File: config.mk
export PLATFORM = sky130hd
export DESIGN_NAME = agc_gain_ctrl
export DESIGN_NICKNAME = d
export VERILOG_FILES = /design/src/rtl/agc_pkg.sv /design/src/rtl/agc_holdoff_timer.sv /design/src/rtl/agc_gain_ctrl.sv
export SDC_FILE = /design/constraint.sdc
export NUM_CORES = 1
export LEC_CHECK = 0
export CAP_MARGIN = 20
export CORE_UTILIZATION = 45
export CTS_BUF_LIST = sky130_fd_sc_hd__clkbuf_4 sky130_fd_sc_hd__clkbuf_8 sky130_fd_sc_hd__clkbuf_16
export DETAILED_ROUTE_END_ITERATION = 8
export PLACE_DENSITY = 0.8
export SETUP_SLACK_MARGIN = 0.2
export SYNTH_ARGS = -nofsm -noshare
export SYNTH_HDL_FRONTEND = slang
export SYNTH_SLANG_ARGS = --single-unit
File: constraint.sdc
create_clock -name clk -period 4.3 [get_ports clk]
set_clock_uncertainty 0.05 [all_clocks]
set_input_delay 0.645 -clock clk [delete_from_list [all_inputs] [get_ports clk]]
set_output_delay 0.645 -clock clk [all_outputs]
set_load 0.005 [all_outputs]
File: src/rtl/agc_pkg.sv
// Shared types and helpers for the AGC gain-decision stage.
//   agc_state_e : decision FSM states (StHold is only reachable when the
//                 AGC_HOLDOFF_EN build option is defined).
//   sat_sub     : subtract with floor at zero.
//   sat_add     : add with ceiling at a given maximum.
//   clamp_hi    : upper dead-band edge, clamped to the sample range.
//   clamp_lo    : lower dead-band edge, clamped at zero.
package agc_pkg;

  typedef enum logic [1:0] {
    StIdle,
    StEval,
    StSend,
    StHold
  } agc_state_e;

  function automatic int unsigned sat_sub(int unsigned val, int unsigned step);
    return (val > step) ? val - step : 0;
  endfunction

  function automatic int unsigned sat_add(int unsigned val, int unsigned step,
                                          int unsigned max_val);
    return (val + step < max_val) ? val + step : max_val;
  endfunction

  function automatic int unsigned clamp_hi(int unsigned target, int unsigned hyst,
                                           int unsigned width);
    int unsigned top;
    top = (1 << width) - 1;
    return (target + hyst > top) ? top : target + hyst;
  endfunction

  function automatic int unsigned clamp_lo(int unsigned target, int unsigned hyst);
    return (target > hyst) ? target - hyst : 0;
  endfunction

endpackage

File: src/rtl/agc_holdoff_timer.sv
// Settle timer for the AGC decision stage. A start pulse loads the counter
// with HOLDOFF; done_o pulses in the last counted cycle so the caller leaves
// its wait state after exactly HOLDOFF cycles.
//   clk_i   : system clock
//   reset_i : synchronous, active-high reset
//   start_i : begin a new hold-off period
//   done_o  : one-cycle pulse in the final hold-off cycle
module agc_holdoff_timer #(
  parameter int unsigned HOLDOFF = 256
) (
  input  logic clk_i,
  input  logic reset_i,
  input  logic start_i,
  output logic done_o
);

  // A zero hold-off still needs one cycle in the wait state.
  localparam int unsigned Cycles = (HOLDOFF == 0) ? 1 : HOLDOFF;
  localparam int unsigned CntW   = $clog2(Cycles + 1);

  logic [CntW-1:0] cnt_q;

  always_ff @(posedge clk_i) begin
    if (reset_i) begin
      cnt_q <= '0;
    end else if (start_i) begin
      cnt_q <= CntW'(Cycles);
    end else if (cnt_q != '0) begin
      cnt_q <= cnt_q - CntW'(1);
    end
  end

  assign done_o = (cnt_q == CntW'(1));

endmodule

File: src/rtl/agc_gain_ctrl.sv
// AGC gain-decision stage. Each accepted RMS sample is compared with a
// hysteresis window around TARGET; the PGA gain code is stepped down when too
// loud and up when too quiet, saturating at 0 and 2^GAIN_BITS-1. New codes are
// offered on a valid/ready stream and applied on handshake.
// Build option: AGC_HOLDOFF_EN adds a HOLDOFF-cycle settle period after each
// accepted gain change (samples arriving then are dropped).
// Ports:
//   clk, reset              : clock, synchronous active-high reset
//   rms_TVALID, rms_TDATA   : RMS sample stream (no back-pressure)
//   gain_TVALID/TDATA/TREADY: outgoing gain-code stream
//   gain_code               : currently applied gain
//   at_min, at_max          : gain_code at floor / ceiling
//   drop_pulse              : sample arrived while busy and was discarded
module agc_gain_ctrl
  import agc_pkg::*;
#(
  parameter int unsigned WIDTH       = 8,
  parameter int unsigned GAIN_BITS   = 4,
  parameter int unsigned GAIN_RESET  = 8,
  parameter int unsigned TARGET      = 64,
  parameter int unsigned HYST        = 8,
  parameter int unsigned ATTACK_STEP = 2,
  parameter int unsigned DECAY_STEP  = 1,
  parameter int unsigned HOLDOFF     = 256
) (
  input  logic                 clk,
  input  logic                 reset,
  input  logic                 rms_TVALID,
  input  logic [WIDTH-1:0]     rms_TDATA,
  output logic                 gain_TVALID,
  output logic [GAIN_BITS-1:0] gain_TDATA,
  input  logic                 gain_TREADY,
  output logic [GAIN_BITS-1:0] gain_code,
  output logic                 at_min,
  output logic                 at_max,
  output logic                 drop_pulse
);

  localparam int unsigned   GainMax  = (1 << GAIN_BITS) - 1;
  // Thresholds carry one extra bit so TARGET+HYST cannot wrap.
  localparam logic [WIDTH:0] ThreshHi = (WIDTH + 1)'(clamp_hi(TARGET, HYST, WIDTH));
  localparam logic [WIDTH:0] ThreshLo = (WIDTH + 1)'(clamp_lo(TARGET, HYST));

  agc_state_e           state_q;
  logic [WIDTH-1:0]     sample_q;
  logic [GAIN_BITS-1:0] gain_code_q;
  logic [GAIN_BITS-1:0] gain_tdata_q;
  logic                 gain_tvalid_q;
  logic [GAIN_BITS-1:0] gain_next;
  logic                 handshake;

  always_comb begin
    gain_next = gain_code_q;
    if ({1'b0, sample_q} > ThreshHi) begin
      gain_next = GAIN_BITS'(sat_sub(32'(gain_code_q), ATTACK_STEP));
    end else if ({1'b0, sample_q} < ThreshLo) begin
      gain_next = GAIN_BITS'(sat_add(32'(gain_code_q), DECAY_STEP, GainMax));
    end
  end

  assign handshake = (state_q == StSend) && gain_TREADY;

`ifdef AGC_HOLDOFF_EN
  logic hold_done;

  agc_holdoff_timer #(
    .HOLDOFF (HOLDOFF)
  ) u_holdoff_timer (
    .clk_i   (clk),
    .reset_i (reset),
    .start_i (handshake),
    .done_o  (hold_done)
  );
`endif

  always_ff @(posedge clk) begin
    if (reset) begin
      state_q       <= StIdle;
      sample_q      <= '0;
      gain_code_q   <= GAIN_BITS'(GAIN_RESET);
      gain_tdata_q  <= GAIN_BITS'(GAIN_RESET);
      gain_tvalid_q <= 1'b0;
    end else begin
      unique case (state_q)
        StIdle: begin
          if (rms_TVALID) begin
            sample_q <= rms_TDATA;
            state_q  <= StEval;
          end
        end
        StEval: begin
          // In-band samples and saturated steps both leave gain_next unchanged.
          if (gain_next != gain_code_q) begin
            gain_tdata_q  <= gain_next;
            gain_tvalid_q <= 1'b1;
            state_q       <= StSend;
          end else begin
            state_q <= StIdle;
          end
        end
        StSend: begin
          if (handshake) begin
            gain_code_q   <= gain_tdata_q;
            gain_tvalid_q <= 1'b0;
`ifdef AGC_HOLDOFF_EN
            state_q       <= StHold;
`else
            state_q       <= StIdle;
`endif
          end
        end
`ifdef AGC_HOLDOFF_EN
        StHold: begin
          if (hold_done) begin
            state_q <= StIdle;
          end
        end
`endif
        default: state_q <= StIdle;
      endcase
    end
  end

  assign gain_TVALID = gain_tvalid_q;
  assign gain_TDATA  = gain_tdata_q;
  assign gain_code   = gain_code_q;
  assign at_min      = (gain_code_q == '0);
  assign at_max      = (gain_code_q == GAIN_BITS'(GainMax));
  assign drop_pulse  = rms_TVALID && (state_q != StIdle);

endmodule

Word level (Yosys, flattened, before mapping) --
Index checks and enable logic that the tools add are counted. Widths: inputs -> output; s select.
Word-level totals: bits in registers 19, bits of input ports 12
Operators by class: $add $sub $neg 2, magnitude comparators 4, equal/unequal tests 7, muxes and demuxes 11, reductions and logical operators 11
Operator list (count):
- $mux 4 | 4
- $gt 8x7->1 const B | 1
- $lt 8x6->1 const B | 1
- $reduce_and 2->1 | 4
- $mux 2 | 3
- $ne 2x2->1 const B | 3
- $pmux 2 s3 | 1
- $add 4x1->5 const B | 1
- $lt 5x4->1 const B | 1
- $eq 4x4->1 const B | 1
- $gt 4x2->1 const B | 1
- $logic_not 4->1 | 1
- $ne 4x4->1 | 1
- $reduce_bool 2->1 | 2
- $sub 4x2->4 const B | 1
- $reduce_and 3->1 | 1
- $eq 2x1->1 const B | 1
- $eq 2x2->1 const B | 1
- $logic_and 1x1->1 | 2
- $logic_not 2->1 | 1
- $mux 1 | 2
- $pmux 1 s2 | 1

Longest topological paths before layout --
word-level depth 8, mapped depth 8

Least setup slack after synthesis --
OpenSTA, ideal clock, no wires.
kind flip-flop to flip-flop, start register gain_code_q[1], in the netlist gain_code[1], end register gain_tdata_q[0], in the netlist gain_TDATA[0], setup time 121 ps, arrival 1805 ps, data required time 4129 ps, setup slack 2324 ps, stages on the path, launching flop included 9, period minus slack after synthesis 1976 ps, cell sequence dfxtp_1 > inv_1 > ha_1 > a31o_2 > nor2_1 > o21ai_0 > a41o_1 > buf_2 > mux2_2
Between the ends: word-level cells in the longest chain between the ends 7, elaborated cells on any way between the ends 10
Ends and longest elaborated chain:
- from (decl) | RTL line agc_gain_ctrl.sv:46 | logic [GAIN_BITS-1:0] gain_code_q;
- from (signal assigned) | RTL line agc_gain_ctrl.sv:80 | gain_code_q <= GAIN_BITS'(GAIN_RESET);
- from (signal assigned) | RTL line agc_gain_ctrl.sv:103 | gain_code_q <= gain_tdata_q;
- $add 4x1->5 | RTL line agc_pkg.sv:23 | return (val + step < max_val) ? val + step : max_val;
- $lt 5x4->1 | RTL line agc_pkg.sv:23
- $mux 4 | RTL line agc_pkg.sv:23
- $mux 4 | RTL line agc_gain_ctrl.sv:56 | end else if ({1'b0, sample_q} < ThreshLo) begin
- $mux 4 | RTL line agc_gain_ctrl.sv:54 | if ({1'b0, sample_q} > ThreshHi) begin
- $ne 4x4->1 | RTL line agc_gain_ctrl.sv:93 | if (gain_next != gain_code_q) begin
- $reduce_and 2->1 (no source line)
- to (signal assigned) | RTL line agc_gain_ctrl.sv:81 | gain_tdata_q <= GAIN_BITS'(GAIN_RESET);
- to (signal assigned) | RTL line agc_gain_ctrl.sv:94 | gain_tdata_q <= gain_next;
- to (decl) | RTL line agc_gain_ctrl.sv:47 | logic [GAIN_BITS-1:0] gain_tdata_q;
Several ways; a longest one is shown, not always the timed one. A chain may end at the register's enable or synchronous reset.

Worst setup path after layout --
start register gain_code_q[1], in the netlist gain_code[1], end output at_max
Between the ends: word-level cells in the longest chain between the ends 1
Ends and longest elaborated chain:
- $eq 4x4->1 | RTL line agc_gain_ctrl.sv:128 | assign at_max = (gain_code_q == GAIN_BITS'(GainMax));
- to (decl) | RTL line agc_gain_ctrl.sv:35 | output logic at_max,
No other way between the ends.

==> out/results.tsv <==
stage	metric	value	unit
run_status	status	completed	
global_route	first_global_vias	842	
yosys	ys_seq_elements	19	
setup_path	timing.critical_path.cells	ha_1, and3_1, clkdlybuf4s50_1	
clocking	postCtsSetupRepairBufs	0	
finish	final_nets	162	
setup_path	path_buf_inv	1	
setup_path	critPathRequiredTime	3610	ps
power	leakage	0.533	nW
yosys	synthFlopType	dfxtp_1	
yosys	synth.most_common_cell	nand2_1	
clocking	cts_resized	0	
die	core	2040	sq um
setup_path	setup.worst_path.class	flop to output port	
placement	hpwl	1580	um
yosys	synth-edff-count	0	
die	die_area	2470	sq um
yosys	syn_inst	122	
timing	worst_pin_slew	726	ps
setup_path	slowest_delay	520	ps
clocking	cts_max_path_buffers	2	
setup_path	crit_family	flip-flops	
timing	fmax	398	MHz
setup_path	worstReg2RegStart	gain_code[1]$_SDFFE_PP0P_	
setup_path	crit_arrival	1820	ps
global_route	grt_pass1_wl	3550	um
timing	maxSlewViolCount	0	
timing	slew_headroom	51.4	%
run	cap_viol_max_count	0	
yosys	synth_cell_type_count	34	
worst_hold_path	hold_class	flop to flop	
clocking	clock_latency	290	ps
timing	finalCritPeriodShare	58.4	%
global_route	grt_usage	18.4	%
routing	drt_first_iter_violations	13	
worst_hold_path	hold_depth	2	
die	dieHeight	49.7	um
placement	routabilityCongestion	0.889	
die	die_w	49.7	um
clocking	holdBufCountCts	0	
yosys	synthArstFlopShare	0	%
setup_path	reg2reg_depth	7	
routing	routedWlPerCell	12.4	um
timing	rsz0062_at_grt	no	
routing	wl	2130	um
die	fp-row-count	16	
routing	vias	926	
die	ios	24	
clocking	cts.sinks	19	
setup_path	cp_slowest_cell	dfxtp_1	
setup_path	ff2ff_setup_slack	2110	ps
finish	final_layout_size_suffix_gt1_share	8.33	%
finish	num_antenna_cells	0	
timing	setup_viol	0	
routing	drc_errors	0	
timing	setup_tns	0	ps
yosys	ys.warnings.count	0	
routing	dr.pass1.iters	4	
yosys	avgSynthCellArea	8.40	sq um
clocking	path_clk_slew	100	ps
routing	ant_nets	0	
yosys	yosysTopAreaCellShare	37.1	%
routing	via_per_inst	5.42	
setup_path	critPathLaunchType	flop	
timing	fin_crit	2510	ps
global_route	overflow	0	
finish	areaGrowthSynthToFinish	26.7	%
clocking	h-tree-depth	1	
yosys	netlist_area	1020	sq um
clocking	cts_root_buf	clkbuf_4	
global_route	antenna_found_initial	0	
clocking	cts_made_buffers	3	
worst_hold_path	worstHoldEndpoint	sample_q[2]$_SDFFE_PP0P_	
setup_path	timing.rr.end	gain_TDATA[3]$_SDFFE_PP1P_	
global_route	grt_max_degree	24	
power	power.density	268	nW/um^2
yosys	synth_common_cells	23 x nand2_1, 19 x dfxtp_1, 12 x a21oi_1	
power	peakVddDrop	268	uV
clocking	cts_tree	yes	
worst_hold_path	holdCritStartpoint	sample_q[2]$_SDFFE_PP0P_	
yosys	synth.area.top_cells	dfxtp_1 37%, nand2_1 8.4%, ha_1 6.1%, a21oi_1 5.9%, mux2i_1 4.9%	
yosys	seq_area_frac_synth	37.1	%
yosys	synth_area_leader_cell	dfxtp_1	
placement	port_buffers	23	
yosys	syn_nets	139	
setup_path	end_kind	output port	
die	start_util	50.2	%
timing	hold_viol_final	0	
power	power	0.000349	W
setup_path	worstPathMaxFanout	9	
[how the worst max path moves through the flow]
stage / startpoint / endpoint / slack [ps] / depth (start not counted)
after global placement: rms_TVALID / drop_pulse / 1850 / 3
final: gain_code[1]$_SDFFE_PP0P_ / at_max / 1790 / 3
after CTS: gain_code[1]$_SDFFE_PP0P_ / at_max / 1810 / 3
after floorplan: gain_code[1]$_SDFFE_PP0P_ / gain_TDATA[0]$_SDFFE_PP0P_ / 2320 / 8
after global routing: gain_code[1]$_SDFFE_PP0P_ / at_max / 1690 / 3
after detailed placement: rms_TVALID / drop_pulse / 1840 / 3
[cells by family after synthesis]
logic type	Yosys count	synth area share, %
xor gates and xnor gates	1	0.855
AOI/OAI and AO/OA	26	18.7
DFF	19	37.1
and+or+nand+nor	54	25.3
muxes	8	8.55
adders and majority gates	5	6.11
buffers and inverters	9	3.42
[power breakdown]
| part | switching (W) | leakage [nW] | internal [W] | total [W] |
|---|---|---|---|---|
| Combinational | 0.0000273 | 0.360 | 0.0000322 | 0.0000595 |
| Clock | 0.0000524 | 0.0184 | 0.0000425 | 0.0000949 |
| Sequential | 0.00000939 | 0.155 | 0.000185 | 0.000194 |
[layout by cell type, fill, tap and decap left out, types with 3 or more instances in the layout]
cell              n
nand2_1          23
clkdlybuf4s50_1  23
dfxtp_1          19
a21oi_1          12
nor2_1            9
nor3_1            6
mux2i_1           5
ha_1              5
inv_1             4
clkbuf_4          4
nand2b_1          3
[area by class of cell]
| class | count | area [sq um] |
|---|---|---|
| Inverter | 4 | 15.0 |
| Clock buffer | 4 | 30.0 |
| Timing Repair Buffer | 23 | 230 |
| Tap cell | 27 | 33.8 |
| Fill cell | 185 | 743 |
| Sequential cell | 19 | 380 |
| Multi-Input combinational cell | 94 | 609 |
[metrics by stage]
step	worst slack (ps)	hold slack [ps]	instances	util, %	instance area (sq um)
2_1_floorplan	2320	386	122	-	1020
3_3_place_gp	1850	394	167	62.1	1270
3_5_place_dp	1840	401	167	62.1	1270
4_1_cts	1810	416	171	63.6	1300
5_1_grt	1690	430	171	63.6	1300
6_report	1790	412	171	63.6	1300
[state kept, by name, summed over array words and instances, names as in the netlist]
name         count
gain_TVALID      1
gain_TDATA       4
sample_q         8
gain_code        4
state_q          2
[worst reg2reg max path: cells and delay by family, from the launching register on]
kind / cells / cell delay, ps
AO/OA/AOI/OAI: 3 / 650
adder cells (fa/ha/maj): 1 / 310
buffers and inverters: 1 / 150
AND/OR/NAND/NOR: 1 / 40
multiplexers: 1 / 370
flip-flops: 1 / 520
[routing by layer]
layer / up-vias / global-route usage, % / share of wire, %
met1: 436 / 23.9 / 48
met4: 0 / 5.24 / 0.94
met3: 4 / 1.85 / 2.6
met2: 17 / 31.8 / 48
li1: 469 / - / -
met5: - / 0 / 0
Note: power is estimated with default switching activity, not from simulation.
